File: src/rtl/nexys_starship_repair_bank.sv
// Bank of NUM_SYS breakable starship subsystems. A broken channel holds a repair code and must be
// fixed with a matching hex_combo before its repair timer runs out; any expiry ends the round.
module nexys_starship_repair_bank #(
   parameter int NUM_SYS        = 4,
   parameter int COMBO_W        = 4,
   parameter int REPAIR_TIMEOUT = 1000,
   parameter int PENALTY        = 100
) (
   input  logic                       Clk,
   input  logic                       Reset,
   input  logic                       play_flag,
   input  logic                       gameover_ctrl,
   input  logic [NUM_SYS-1:0]         break_req,
   input  logic [COMBO_W-1:0]         random_hex,
   input  logic [COMBO_W-1:0]         hex_combo,
   input  logic [NUM_SYS-1:0]         submit,
   output logic [NUM_SYS-1:0]         broken,
   output logic [NUM_SYS*COMBO_W-1:0] combo_flat,
   output logic [NUM_SYS-1:0]         repair_ok,
   output logic [NUM_SYS-1:0]         repair_fail,
   output logic                       expired,
   output logic                       q_Init,
   output logic                       q_Play,
   output logic                       q_Done
);

   localparam int            TW    = (REPAIR_TIMEOUT > 1) ? $clog2(REPAIR_TIMEOUT) : 1;
   localparam logic [TW-1:0] T_MAX = TW'(REPAIR_TIMEOUT - 1);

   typedef enum logic [2:0] {
      S_INIT = 3'b001,
      S_PLAY = 3'b010,
      S_DONE = 3'b100
   } state_t;

   state_t                     state, state_nxt;
   logic [TW-1:0]              timer     [NUM_SYS];
   logic [TW-1:0]              timer_nxt [NUM_SYS];
   logic [NUM_SYS-1:0]         broken_nxt, ok_nxt, fail_nxt, expire_vec;
   logic [NUM_SYS*COMBO_W-1:0] combo_nxt;
   int                         bumped;

   // NOTE: sequential state uses non-blocking (<=) so every register samples pre-edge values.
   always_ff @(posedge Clk or posedge Reset) begin
      if (Reset) state <= S_INIT;
      else       state <= state_nxt;
   end

   always_comb begin
      state_nxt = state;
      case (state)
         S_INIT:  if (play_flag) state_nxt = S_PLAY;
         S_PLAY:  if (gameover_ctrl || (|expire_vec)) state_nxt = S_DONE;
         S_DONE:  if (!play_flag) state_nxt = S_INIT;
         default: state_nxt = S_INIT;
      endcase
   end

   // NOTE: every signal written here gets a default first, so no latch is inferred on any path.
   always_comb begin
      broken_nxt = broken;
      combo_nxt  = combo_flat;
      ok_nxt     = '0;
      fail_nxt   = '0;
      expire_vec = '0;
      bumped     = 0;
      for (int i = 0; i < NUM_SYS; i++) timer_nxt[i] = timer[i];

      case (state)
         S_INIT: begin
            broken_nxt = '0;
            combo_nxt  = '0;
            for (int i = 0; i < NUM_SYS; i++) timer_nxt[i] = '0;
         end
         S_PLAY: begin
            for (int i = 0; i < NUM_SYS; i++) begin
               if (!broken[i]) begin
                  if (break_req[i]) begin
                     broken_nxt[i]                   = 1'b1;
                     combo_nxt[i*COMBO_W +: COMBO_W] = random_hex;
                     timer_nxt[i]                    = '0;
                  end
               end else if (submit[i] && (hex_combo == combo_flat[i*COMBO_W +: COMBO_W])) begin
                  // A correct submit beats an expiry landing on the same edge.
                  broken_nxt[i] = 1'b0;
                  ok_nxt[i]     = 1'b1;
                  timer_nxt[i]  = '0;
               end else begin
                  if (timer[i] == T_MAX) expire_vec[i] = 1'b1;
                  if (submit[i]) begin
                     fail_nxt[i]  = 1'b1;
                     bumped       = int'(timer[i]) + PENALTY + 1;
                     timer_nxt[i] = (bumped >= REPAIR_TIMEOUT - 1) ? T_MAX : TW'(bumped);
                  end else if (timer[i] != T_MAX) begin
                     timer_nxt[i] = timer[i] + 1'b1;
                  end
               end
            end
         end
         default: ;
      endcase
   end

   // NOTE: the per-channel timer array is small register state, so it is reset like any flop.
   always_ff @(posedge Clk or posedge Reset) begin
      if (Reset) begin
         broken      <= '0;
         combo_flat  <= '0;
         repair_ok   <= '0;
         repair_fail <= '0;
         expired     <= 1'b0;
         for (int i = 0; i < NUM_SYS; i++) timer[i] <= '0;
      end else begin
         broken      <= broken_nxt;
         combo_flat  <= combo_nxt;
         repair_ok   <= ok_nxt;
         repair_fail <= fail_nxt;
         expired     <= |expire_vec;
         for (int i = 0; i < NUM_SYS; i++) timer[i] <= timer_nxt[i];
      end
   end

   always_comb begin
      q_Init = (state == S_INIT);
      q_Play = (state == S_PLAY);
      q_Done = (state == S_DONE);
   end

endmodule
File: config.mk
export PLATFORM = sky130hd
export DESIGN_NAME = nexys_starship_repair_bank
export DESIGN_NICKNAME = d
export VERILOG_FILES = /design/src/rtl/nexys_starship_repair_bank.sv
export SDC_FILE = /design/constraint.sdc
export NUM_CORES = 1
export LEC_CHECK = 0
export CORE_ASPECT_RATIO = 1.75
export CORE_MARGIN = 8
export CORE_UTILIZATION = 59
export DETAILED_ROUTE_END_ITERATION = 8
export PLACE_DENSITY = 0.86
export SETUP_SLACK_MARGIN = 0.3
export SYNTH_ARGS = -nofsm -noshare
export SYNTH_HDL_FRONTEND = slang
export SYNTH_SLANG_ARGS = --single-unit
File: constraint.sdc
create_clock -name Clk -period 2.6 [get_ports Clk]
set_input_delay 0.26 -clock Clk [delete_from_list [all_inputs] [get_ports Clk]]
set_output_delay 0.26 -clock Clk [all_outputs]
set_load 0.02 [all_outputs]
# Yosys cells after proc, flatten, opt, wreduce, memory -nomap -nowiden
# Index checks and enable logic that the tools add are counted.
[totals] word_cells=165 input_bits=20 output_inout_bits=32 reg_bits=72
[classes] magnitude_cmp=4 reduce_logical=16 muxes=86 n_eq_ne=34 add_sub_neg=12
[op_table] cell="$mux W10" count=24
[op_table] cell="$pmux W40 S2" count=1
[op_table] cell="$add A11 B1 Y12 const B" count=4
[op_table] cell="$ge A12 B10 Y1 const B" count=4
[op_table] cell="$add A10 B7 Y11 const B" count=4
[op_table] cell="$mux W1" count=44
[op_table] cell="$mux W4" count=11
[op_table] cell="$add A10 B1 Y10 const B" count=4
[op_table] cell="$eq A10 B10 Y1 const B" count=4
[op_table] cell="$ne A10 B10 Y1 const B" count=4
[op_table] cell="$pmux W16 S2" count=1
[op_table] cell="$reduce_and A3 Y1" count=9
[op_table] cell="$ne A2 B2 Y1 const B" count=10
[op_table] cell="$ne A5 B3 Y1 const B" count=4
[op_table] cell="$eq A4 B4 Y1" count=4
[op_table] cell="$ne A3 B3 Y1 const B" count=4
[op_table] cell="$mux W3" count=3
[op_table] cell="$pmux W3 S3" count=1
[op_table] cell="$pmux W4 S2" count=1
[op_table] cell="$logic_and A1 B1 Y1" count=4
[op_table] cell="$reduce_or A4 Y1" count=1
[op_table] cell="$eq A3 B1 Y1 const B" count=1
[op_table] cell="$eq A3 B2 Y1 const B" count=1
[op_table] cell="$eq A3 B3 Y1 const B" count=1
[op_table] cell="3 further kinds" count=3

# Depth between registers and ports, before layout
[logic_depth] ltp_word=9 ltp_mapped=10 depth_no_buf=9

# Least setup slack after synthesis
# Ideal clock, no wire load.
[synth_timing] path_kind="reg-to-reg" start="register timer[0] (netlist name)" end="register timer[4] (netlist name)" setup_ps=121 period_less_slack_ps=2333 required_time_ps=2479 n_path_buf=1 arrival_ps=2212 path_slack_ps=267 stages_incl_launch_ff=10 cell_sequence="dfrtp_1 -> ha_1 -> clkbuf_1 -> o211a_1 -> a2111oi_0 -> or3b_1 -> nand4_1 -> a21o_1 -> a31o_2 -> a22o_1"
[synth_via] elab_chain_cells=8 elab_cells_between_ends=13 cone_classes="3 x add/sub; 1 x order compare; 2 x eq/ne; 6 x mux; 1 x reduce/logical"
[synth_rtl] item="start: declaration" line="37" text="logic [TW-1:0] timer [NUM_SYS];"
[synth_rtl] item="$add A10 B7 Y11" line="92" text="bumped = int'(timer[i]) + PENALTY + 1;"
[synth_rtl] item="$add A11 B1 Y12" line="92"
[synth_rtl] item="$ge A12 B10 Y1" line="93" text="timer_nxt[i] = (bumped >= REPAIR_TIMEOUT - 1) ? T_MAX : TW'(bumped);"
[synth_rtl] item="$mux W10" line="93"
[synth_rtl] item="$mux W10" line="90" text="if (submit[i]) begin"
[synth_rtl] item="$mux W10" line="83" text="end else if (submit[i] && (hex_combo == combo_flat[i*COMBO_W +: COMBO_W])) begin"
[synth_rtl] item="$mux W10" line="77" text="if (!broken[i]) begin"
[synth_rtl] item="$pmux W40 S2" line="69" text="case (state)"
# Parallel ways exist; a longest one is shown, timed or not. The select of a mux whose other input is x is not followed.
# A chain may end at the register's enable or synchronous reset.

# Final worst setup path
[layout_timing] start="register timer[21] (netlist name)" end="register timer[22] (netlist name)"
# The elaborated chain is that of the path after synthesis.

==> impl_metrics.ini <==
[route]
drtPass1Iterations = 7
drt_iter0_drc = 546
drc = 0
ant_nets = 0
wl_met3_um = 1090
met1_length_um = 6510
vias = 5903
vias_per_cell = 6.72
wl_per_cell_um = 20.9
totalWireLength_um = 18400
wl_met2_um = 9840
top_layer = met4

[finish]
layout-drive-gt1-share = 0.206
fin_util = 0.761
fin_area_um2 = 7070
insertedDiodeCount = 0
nNetsFinal = 780
area_growth_pct = 27.3
fillerInstances = 678

[placed_design]
dp_hpwl_um = 12700
place_area_um2 = 6400
gp_congestion = 0.915
numPortBuffers = 51

[logic_synthesis]
avgSynthCellArea_um2 = 8.25
synth_cells = 673
netlist_top_cells_area = dfrtp_1 32%, o21ai_0 4.6%, a21oi_1 4.3%
ys_ff_latch = 72
ys.flop_type = dfrtp_1
yosysWarnings = 0
ys_async_sr_fraction = 1.00
synth_edf_count = 0
netlist_area_um2 = 5550
yosysSeqAreaShare = 0.325
synth_top_area_frac = 0.320
synth_cell_type_count = 86
yosys.area.top_type = dfrtp_1
syn_nets = 701

[timing]
period_needed_ps = 2340
report.final.slew_viol_count = 0
relSlewSlack = 0.562
skew_ps = 7.98
setup_viol = 0
fin_worst_hold_slack_ps = 328
fin_setup_tns_ps = 0
min_period_over_period = 0.900
hold_violations = 0
worst_slew_pin_slew_ps = 651
fmax_ghz = 0.427
rsz0062_at_grt = true

[floorplanning]
core_um2 = 9290
die_h_um = 144
die_area_um2 = 12900
rows = 47
pin_count = 52
die_x_um = 89.3
start_util = 0.597

[power_and_ir_drop]
leakage_nw = 2.97
power_density_nw_per_um2 = 850
fin_total_pwr_mw = 6.01
irDropWorstVdd_mv = 0.567

[setup_path]
crit_fanout = 5
r2r_cells = 8
start_kind = flop
crit_slowest_cell = dfrtp_1
r2r_slack_ps = 260
path_class = flop to flop
crit_start = timer[21]
end_kind = flop
critPathMaxStageDelay_ps = 430
crit_required_ps = 2870
crit_top_cell = nor3_2
worstPathCellList = buf_4 -> a21oi_1 -> nor2_1 -> o31a_1 -> nor3_2 -> nor3_2 -> a2111o_1 -> nand3_1
cp.arrival_ps = 2610
rr_startpoint = timer[21]

[min_path]
min_path_type = input pin to asynchronous set/reset pin

[global_routing]
grt_max_degree = 73
grt-ovfl-total = 0
grt_pass1_wl_um = 28400
grt_pass1_vias = 5815
antenna_found_initial = 0
track_usage = 0.285

[clocking]
clk_pin_slew_ps = 60
clockBufferDepth = 2
cts_buffers = 9
clockRootBuffer = clkbuf_16
cts_max_level = 3
cts_tree = done
clock_latency_ps = 340
clock_sinks = 72

[job]
cap_violations = 0

[status]
outcome = complete, no violations
placed cells by master (no fill, tap or decap), drive strengths merged, types with 4 or more instances in the layout:
cell,count
dfrtp,71
nand2,65
buf,64
o21ai,53
clkdlybuf4s50,50
a21oi,49
nor2,43
inv,25
nand3,24
xor2,20
nor3,20
mux2,17
xnor2,16
and2,16
a31oi,15
nand4,13
a21o,12
o211ai,12
a211oi,12
clkbuf,10
nor4,10
nand2b,8
ha,8
or3,7
nor2b,6
or2,5
a211o,5
o211a,5
o221ai,5
o31ai,5
and3,4
o32ai,4
nand3b,4
o21a,4
nor3b,4
worst paths after layout:
check                                  to
min                             timer[36]
max                             timer[22]
min in group Clk           combo_flat[14]
max reg2reg                     timer[22]
max in group asynchronous        state[2]
min reg2reg                combo_flat[14]
through the flow:
stage | setup WS [ps] | cells
final | 260 | 879
after global routing | 151 | 879
after CTS | 284 | 870
after detailed placement | -154 | 849
after global placement | -25.2 | 849
after floorplan | 315 | 673
sequential cells by signal, indices dropped and copies added (netlist names):
signal	count
broken	4
state	3
timer	40
expired	1
combo_flat	16
repair_fail	4
repair_ok	4
synthesized netlist by cell type, types with 8 or more instances:
cell,instances
inv_1,24
o21ai_0,51
xor2_1,20
nand3_1,24
a21oi_1,48
nand4_1,13
o211ai_1,11
nor3_1,20
nor2_1,43
nand2_1,64
nand2b_1,8
mux2_2,17
buf_2,14
nor4_1,9
and2_1,15
a211oi_1,11
xnor2_1,16
clkbuf_1,27
a31oi_1,15
ha_1,8
a21o_1,12
dfrtp_1,71
final cells by class:
| class | count | area, µm² | share of cell area |
|---|---|---|---|
| Clock inverter | 7 | 96.3 | 0.0136 |
| Multi-Input combinational cell | 528 | 3660 | 0.518 |
| Timing Repair Buffer | 116 | 1030 | 0.146 |
| Clock buffer | 9 | 225 | 0.0319 |
| Inverter | 25 | 93.8 | 0.0133 |
| Tap cell | 122 | 153 | 0.0216 |
| Sequential cell | 72 | 1810 | 0.255 |
kinds of logic (layout without fill, tap and decap cells):
group,count (synthesis),in the layout,share of synthesized area
simple gates,246,246,0.237
fa+ha+maj,9,9,0.0198
flops,72,72,0.325
xor+xnor,36,36,0.0568
buf+inv,73,157,0.0577
mux,19,19,0.0381
compound gates,218,218,0.266
power by group:
group          internal (mW)  switching (mW)  total, mW
Combinational           1.31            1.60       2.91
Sequential              1.35           0.388       1.74
Clock                  0.840           0.518       1.36
Total                   3.50            2.51       6.01
critical path, delay by kind of cell (launching register included):
| family | cells | cell delay (ps) |
|---|---|---|
| buf+inv | 1 | 170 |
| simple gates | 4 | 590 |
| flops | 1 | 430 |
| compound gates | 3 | 1080 |
metal layers:
layer,up-vias,GRT usage
li1,2650,-
met1,2834,0.295
met2,330,0.518
met3,89,0.0433
met4,0,0.163
met5,-,0
timing repair:
item / CTS / global route
hold buffers: 0 / 0
resized for setup: 17 / 36
cloned: 0 / 0
setup buffers: 5 / 9
pin swaps: 4 / 14
setup endpoints to repair: 22 / 37
Note: power is estimated with default switching activity, not from simulation.
